`config.mk`:
```
export PLATFORM = sky130hd
export DESIGN_NAME = regfile_2r1w_sb
export DESIGN_NICKNAME = d
export VERILOG_FILES = /design/src/rtl/regfile_2r1w_sb.sv
export SDC_FILE = /design/constraint.sdc
export NUM_CORES = 2
export LEC_CHECK = 0
export ABC_CLOCK_PERIOD_IN_PS = 48000
export CORE_MARGIN = 10
export CORE_UTILIZATION = 45
export CTS_CLUSTER_DIAMETER = 150
export DETAILED_ROUTE_END_ITERATION = 6
export HOLD_SLACK_MARGIN = 0.12
export PLACE_DENSITY_LB_ADDON = 0.08
export SKIP_CTS_REPAIR_TIMING = 1
export SLEW_MARGIN = 30
export SYNTH_ARGS = -nofsm -noshare
export SYNTH_HDL_FRONTEND = slang
export SYNTH_SLANG_ARGS = --single-unit
```
`constraint.sdc`:
```
create_clock -name i_clk -period 48 [get_ports i_clk]
set_clock_uncertainty 0.2 [all_clocks]
set_input_delay 9.6 -clock i_clk [delete_from_list [all_inputs] [get_ports i_clk]]
set_output_delay 9.6 -clock i_clk [all_outputs]
set_load 0.05 [all_outputs]
```
`src/rtl/regfile_2r1w_sb.sv`:
```
// Two-read/one-write register file with registered reads and a per-register busy scoreboard.
// Optional write-to-read forwarding is enabled by defining REGFILE_BYPASS_EN.
module regfile_2r1w_sb #(
   parameter int DATA_W   = 32,
   parameter int ADDR_W   = 5,
   parameter int ZERO_REG = 1
) (
   input  logic              i_clk,
   input  logic              i_rst,
   input  logic              i_rd_en,
   input  logic [ADDR_W-1:0] i_rd_addr_a,
   input  logic [ADDR_W-1:0] i_rd_addr_b,
   output logic [DATA_W-1:0] o_rd_data_a,
   output logic [DATA_W-1:0] o_rd_data_b,
   output logic              o_rd_busy_a,
   output logic              o_rd_busy_b,
   input  logic              i_wr_en,
   input  logic [ADDR_W-1:0] i_wr_addr,
   input  logic [DATA_W-1:0] i_wr_data,
   input  logic              i_sb_set_en,
   input  logic [ADDR_W-1:0] i_sb_set_addr,
   output logic [ADDR_W:0]   o_busy_count
);

   localparam int DEPTH = 2 ** ADDR_W;

   logic [DATA_W-1:0] r_mem [DEPTH];
   logic [DEPTH-1:0]  r_busy;
   logic [ADDR_W:0]   r_busy_count;
   logic [DATA_W-1:0] r_rd_data [2];
   logic              r_rd_busy [2];

   logic [DEPTH-1:0]  w_busy_nxt;
   logic [ADDR_W-1:0] w_rd_addr [2];
   logic [DATA_W-1:0] w_rd_data [2];
   logic              w_rd_busy [2];
   logic              w_wr_ok;
   logic              w_sb_ok;

   function automatic logic f_is_zero(input logic [ADDR_W-1:0] addr);
      return (ZERO_REG != 0) && (addr == {ADDR_W{1'b0}});
   endfunction

   function automatic logic [ADDR_W:0] f_popcount(input logic [DEPTH-1:0] vec);
      logic [ADDR_W:0] cnt;
      cnt = {(ADDR_W+1){1'b0}};
      for (int i = 0; i < DEPTH; i++) begin
         cnt = cnt + {{ADDR_W{1'b0}}, vec[i]};
      end
      return cnt;
   endfunction

   assign w_wr_ok      = i_wr_en     & ~f_is_zero(i_wr_addr);
   assign w_sb_ok      = i_sb_set_en & ~f_is_zero(i_sb_set_addr);
   assign w_rd_addr[0] = i_rd_addr_a;
   assign w_rd_addr[1] = i_rd_addr_b;

   // Next busy vector: a new producer (set) wins over a same-cycle writeback (clear).
   always_comb begin
      w_busy_nxt = r_busy;
      for (int i = 0; i < DEPTH; i++) begin
         w_busy_nxt[i] = (w_sb_ok && (i_sb_set_addr == ADDR_W'(i))) ? 1'b1 :
                         (w_wr_ok && (i_wr_addr == ADDR_W'(i)))     ? 1'b0 :
                                                                      r_busy[i];
      end
   end

   for (genvar p = 0; p < 2; p++) begin : g_rd_port
      // Read-port selection: array contents, optional forwarding, zero-register override.
      always_comb begin
`ifdef REGFILE_BYPASS_EN
         w_rd_data[p] = (w_wr_ok && (i_wr_addr == w_rd_addr[p])) ? i_wr_data
                                                                 : r_mem[w_rd_addr[p]];
         w_rd_busy[p] = w_busy_nxt[w_rd_addr[p]];
`else
         w_rd_data[p] = r_mem[w_rd_addr[p]];
         w_rd_busy[p] = r_busy[w_rd_addr[p]];
`endif
         if (f_is_zero(w_rd_addr[p])) begin
            w_rd_data[p] = {DATA_W{1'b0}};
            w_rd_busy[p] = 1'b0;
         end else begin
            w_rd_data[p] = w_rd_data[p];
            w_rd_busy[p] = w_rd_busy[p];
         end
      end

      // Registered read outputs, held while no read is requested.
      always_ff @(posedge i_clk or posedge i_rst) begin
         if (i_rst) begin
            r_rd_data[p] <= {DATA_W{1'b0}};
            r_rd_busy[p] <= 1'b0;
         end else if (i_rd_en) begin
            r_rd_data[p] <= w_rd_data[p];
            r_rd_busy[p] <= w_rd_busy[p];
         end
      end
   end

   // Register array write port.
   always_ff @(posedge i_clk or posedge i_rst) begin
      if (i_rst) begin
         for (int i = 0; i < DEPTH; i++) begin
            r_mem[i] <= {DATA_W{1'b0}};
         end
      end else if (w_wr_ok) begin
         r_mem[i_wr_addr] <= i_wr_data;
      end
   end

   // Scoreboard state and its population count, updated on the same edge.
   always_ff @(posedge i_clk or posedge i_rst) begin
      if (i_rst) begin
         r_busy       <= {DEPTH{1'b0}};
         r_busy_count <= {(ADDR_W+1){1'b0}};
      end else begin
         r_busy       <= w_busy_nxt;
         r_busy_count <= f_popcount(w_busy_nxt);
      end
   end

   assign o_rd_data_a  = r_rd_data[0];
   assign o_rd_data_b  = r_rd_data[1];
   assign o_rd_busy_a  = r_rd_busy[0];
   assign o_rd_busy_b  = r_rd_busy[1];
   assign o_busy_count = r_busy_count;

endmodule

```
==> impl_metrics.env <==
export IMPL_drtAntennaViolNets=0
export IMPL_worstSetupStartpointType="primary input"
export IMPL_flops_latches_synth=1128
export IMPL_post_cts_clock_slew_at_the_launch_and_capture_registers_of_the_worst_setup_and_hold_paths_ps=60
export IMPL_fp_dieArea_um2=147000
export IMPL_cts_root_buf="sky130_fd_sc_hd__clkbuf_16"
export IMPL_firstDrtPassIters=5
export IMPL_core_area_um2=132000
export IMPL_row_count=133
export IMPL_drt_wl_total_um=182000
export IMPL_postSynthAreaPerCell_um2=14.0
export IMPL_ff2ff_setup_slack_ps=42910
export IMPL_commonest_register_cell_after_synthesis="sky130_fd_sc_hd__dfrtp_1"
export IMPL_synthDistinctLibCells=48
export IMPL_setup_viol_count_final=0
export IMPL_finalSetupTns_ps=0
export IMPL_synthesis_area_um2=59600
export IMPL_synth_top_cells_by_count="sky130_fd_sc_hd__dfrtp_1 (1128), sky130_fd_sc_hd__mux2_2 (1058), sky130_fd_sc_hd__mux2i_1 (390)"
export IMPL_holdCritStartpoint="r_mem[996]$_DFFE_PP0P_"
export IMPL_grt_pass1_wl_um=268000
export IMPL_max_clock_freq_mhz=63.8
export IMPL_numClockSinks=1128
export IMPL_share_of_the_yosys_chip_area_belonging_to_registers_pct=47.3
export IMPL_slew_headroom_pct=33.7
export IMPL_cts_buffers=133
export IMPL_post_synth_top_area_cell="sky130_fd_sc_hd__dfrtp_1"
export IMPL_drt_iter0_markers=3032
export IMPL_worst_ep_arrival_time_ps=16090
export IMPL_nNetsFinal=4256
export IMPL_rr_endpoint="o_busy_count[4]$_DFF_PP0_"
export IMPL_hold_depth=0
export IMPL_numPortBuffers=128
export IMPL_synthArstFlopShare_pct=100
export IMPL_endpoint_kind_of_the_worst_setup_timing_path="flop"
export IMPL_via_count=37900
export IMPL_post_detailed_placement_half_perimeter_wirelength_um=102000
export IMPL_tritoncts="done"
export IMPL_path_type_of_the_worst_min_delay_path="reg2reg"
export IMPL_grt_usage_pct=24.5
export IMPL_ctsHtreeMaxLevel=4
export IMPL_timing_hold_violations_final=0
export IMPL_path_max_fanout=33
export IMPL_number_of_max_slew_violations_in_the_final_report=0
export IMPL_first_global_vias=39000
export IMPL_clock_path_buffers=3
export IMPL_max_cap_viol_count=0
export IMPL_reg2reg_start="r_busy[7]$_DFF_PP0_"
export IMPL_globalRoute_totalOverflow=0
export IMPL_synthToLayoutAreaGrowth_pct=11.0
export IMPL_peakVddDrop_v=0.0000830
export IMPL_die_width_um=384
export IMPL_detail_route_drc_violations=0
export IMPL_worstMarginPinSlew_ps=995
export IMPL_post_synth_top_area_fraction_pct=47.3
export IMPL_synth_most_common_cell="sky130_fd_sc_hd__dfrtp_1"
export IMPL_fin_crit_sh_pct=32.6
export IMPL_status="finished, final reports clean"
export IMPL_synthesis_instances=4267
export IMPL_reg2reg_depth=17
export IMPL_route_detailed_wl_per_inst_um=30.2
export IMPL_final_cell_area_um2=66200
export IMPL_initial_utilization_pct=45.3
export IMPL_pin_count=129
export IMPL_holdPathEnd="r_mem[996]$_DFFE_PP0P_"
export IMPL_synth_warning_count=0
export IMPL_setup_repair_after_global_routing_missed_its_margin="no"
export IMPL_drt_vias_per_instance=6.30
export IMPL_number_of_synthesized_flops_with_an_enable_pin=0
export IMPL_placedInstanceArea_um2=61900
export IMPL_fillers=11500
export IMPL_clkLatencyLatePin_ps=750
export IMPL_post_route_cells_drive_above_1_share_pct=41.4
export IMPL_worst_ep_required_time_ps=48420
export IMPL_layout_min_cycle_time_ps=15670
export IMPL_grt_max_degree=172
export IMPL_power_static_leakage_nw=29.0
export IMPL_dieHeight_um=384
export IMPL_gp_congestion=0.786
export IMPL_mappedNetlistNets=4355
export IMPL_grt_antenna_before_repair=3
export IMPL_powerDensity_nw_per_um2=46.4
export IMPL_synth_area_leaders="sky130_fd_sc_hd__dfrtp_1 (47%), sky130_fd_sc_hd__mux2_2 (20%), sky130_fd_sc_hd__mux4_2 (13%)"
export IMPL_timing_worst_setup_path_type="in2reg"
==> worst max path at each step <==
stage	from	end	slack [ps]	cells after the start
after floorplan	i_rst	o_busy_count[0]$_DFF_PP0_	6430	1
after global placement	i_wr_addr[3]	o_busy_count[4]$_DFF_PP0_	31620	21
after detailed placement	i_wr_addr[3]	o_busy_count[4]$_DFF_PP0_	31560	21
after CTS	i_wr_addr[3]	o_busy_count[4]$_DFF_PP0_	32360	21
after global routing	i_wr_addr[3]	o_busy_count[4]$_DFF_PP0_	32020	21
final	i_wr_addr[3]	o_busy_count[4]$_DFF_PP0_	32330	21
==> layout by cell type, fill, tap and decap left out, drive strengths merged, types with 5 or more instances in the layout <==
| cell type | instances |
|---|---|
| a21oi | 66 |
| a22o | 83 |
| nand2 | 27 |
| clkdlybuf4s50 | 93 |
| mux2 | 1058 |
| inv | 40 |
| nor2b | 13 |
| o211ai | 64 |
| nand2b | 72 |
| a22oi | 19 |
| clkbuf | 203 |
| o22ai | 128 |
| nand3b | 7 |
| or4 | 66 |
| a2111oi | 68 |
| clkinv | 17 |
| mux4 | 334 |
| mux2i | 390 |
| o21ai | 6 |
| ha | 7 |
| nor3 | 6 |
| nor2 | 149 |
| or3b | 5 |
| fa | 24 |
| dfrtp | 1128 |
| buf | 133 |
| and2 | 5 |
| and3 | 5 |
| nand3 | 7 |
==> per-stage QoR <==
step           setup WS (ps)  util [%]  cells  total power (W)  hold WS, ps
2_1_floorplan           6430         -   4267          0.00191          249
3_3_place_gp           31620      47.1   5784          0.00209          184
3_5_place_dp           31560      47.0   5785          0.00210          188
4_1_cts                32360      50.2   6012          0.00310          199
5_1_grt                32020      50.3   6016          0.00325          206
6_report               32330      50.3   6016          0.00307          197
==> layout make-up <==
type	count	area (um2)	share of cell area (%)
tap	1755	2200	3.32
inverter	38	150	0.227
antenna	1	2.50	0.00378
clock inverter	24	241	0.365
multi-input combinational	2641	29400	44.4
sequential	1128	28200	42.6
timing repair buffer	226	2040	3.08
clock buffer	203	3950	5.96
==> metal layers <==
metal,GRT usage (%),part of all wire [%]
met2,38.1,46
met3,4.72,5.9
met1,34.2,45
met5,0,0
met4,8.32,3.4
==> registers in the layout, indices dropped and copies added (netlist names) <==
register	cells
o_busy_count	6
r_busy	32
r_mem	1024
o_rd_busy_b	1
o_rd_busy_a	1
o_rd_data_a	32
o_rd_data_b	32
==> worst max-delay path, cell delays in order <==
cell and delay [ps]:
sky130_fd_sc_hd__clkdlybuf4s50_1 690, sky130_fd_sc_hd__nand2b_1 310, sky130_fd_sc_hd__or2_2 360, sky130_fd_sc_hd__nor2_4 120, sky130_fd_sc_hd__buf_4 600, sky130_fd_sc_hd__o2bb2ai_1 240, sky130_fd_sc_hd__fa_1 580, sky130_fd_sc_hd__inv_1 60
sky130_fd_sc_hd__fa_1 530, sky130_fd_sc_hd__fa_1 460, sky130_fd_sc_hd__fa_1 490, sky130_fd_sc_hd__fa_1 520, sky130_fd_sc_hd__fa_1 410, sky130_fd_sc_hd__inv_1 60, sky130_fd_sc_hd__ha_1 170, sky130_fd_sc_hd__inv_1 60
sky130_fd_sc_hd__fa_1 450, sky130_fd_sc_hd__inv_1 70, sky130_fd_sc_hd__a21o_1 100, sky130_fd_sc_hd__a21oi_1 70, sky130_fd_sc_hd__xnor2_1 120
==> where the power goes <==
| part | total, W | leakage, nW | switching [W] | internal [W] |
|---|---|---|---|---|
| sequential | 0.00127 | 14.4 | 0.000128 | 0.00114 |
| combinational | 0.000816 | 12.5 | 0.000376 | 0.000440 |
| clock | 0.000988 | 2.06 | 0.000403 | 0.000585 |
==> logic make-up after synthesis <==
group / Yosys count / synth area share, %
compound gates: 446 / 5.39
xor+xnor: 3 / 0.0441
fa+ha+maj: 31 / 0.953
buf+inv: 498 / 3.71
flops: 1128 / 47.3
mux: 1782 / 39.1
simple gates: 379 / 3.41
Note: power is estimated with default switching activity, not from simulation.
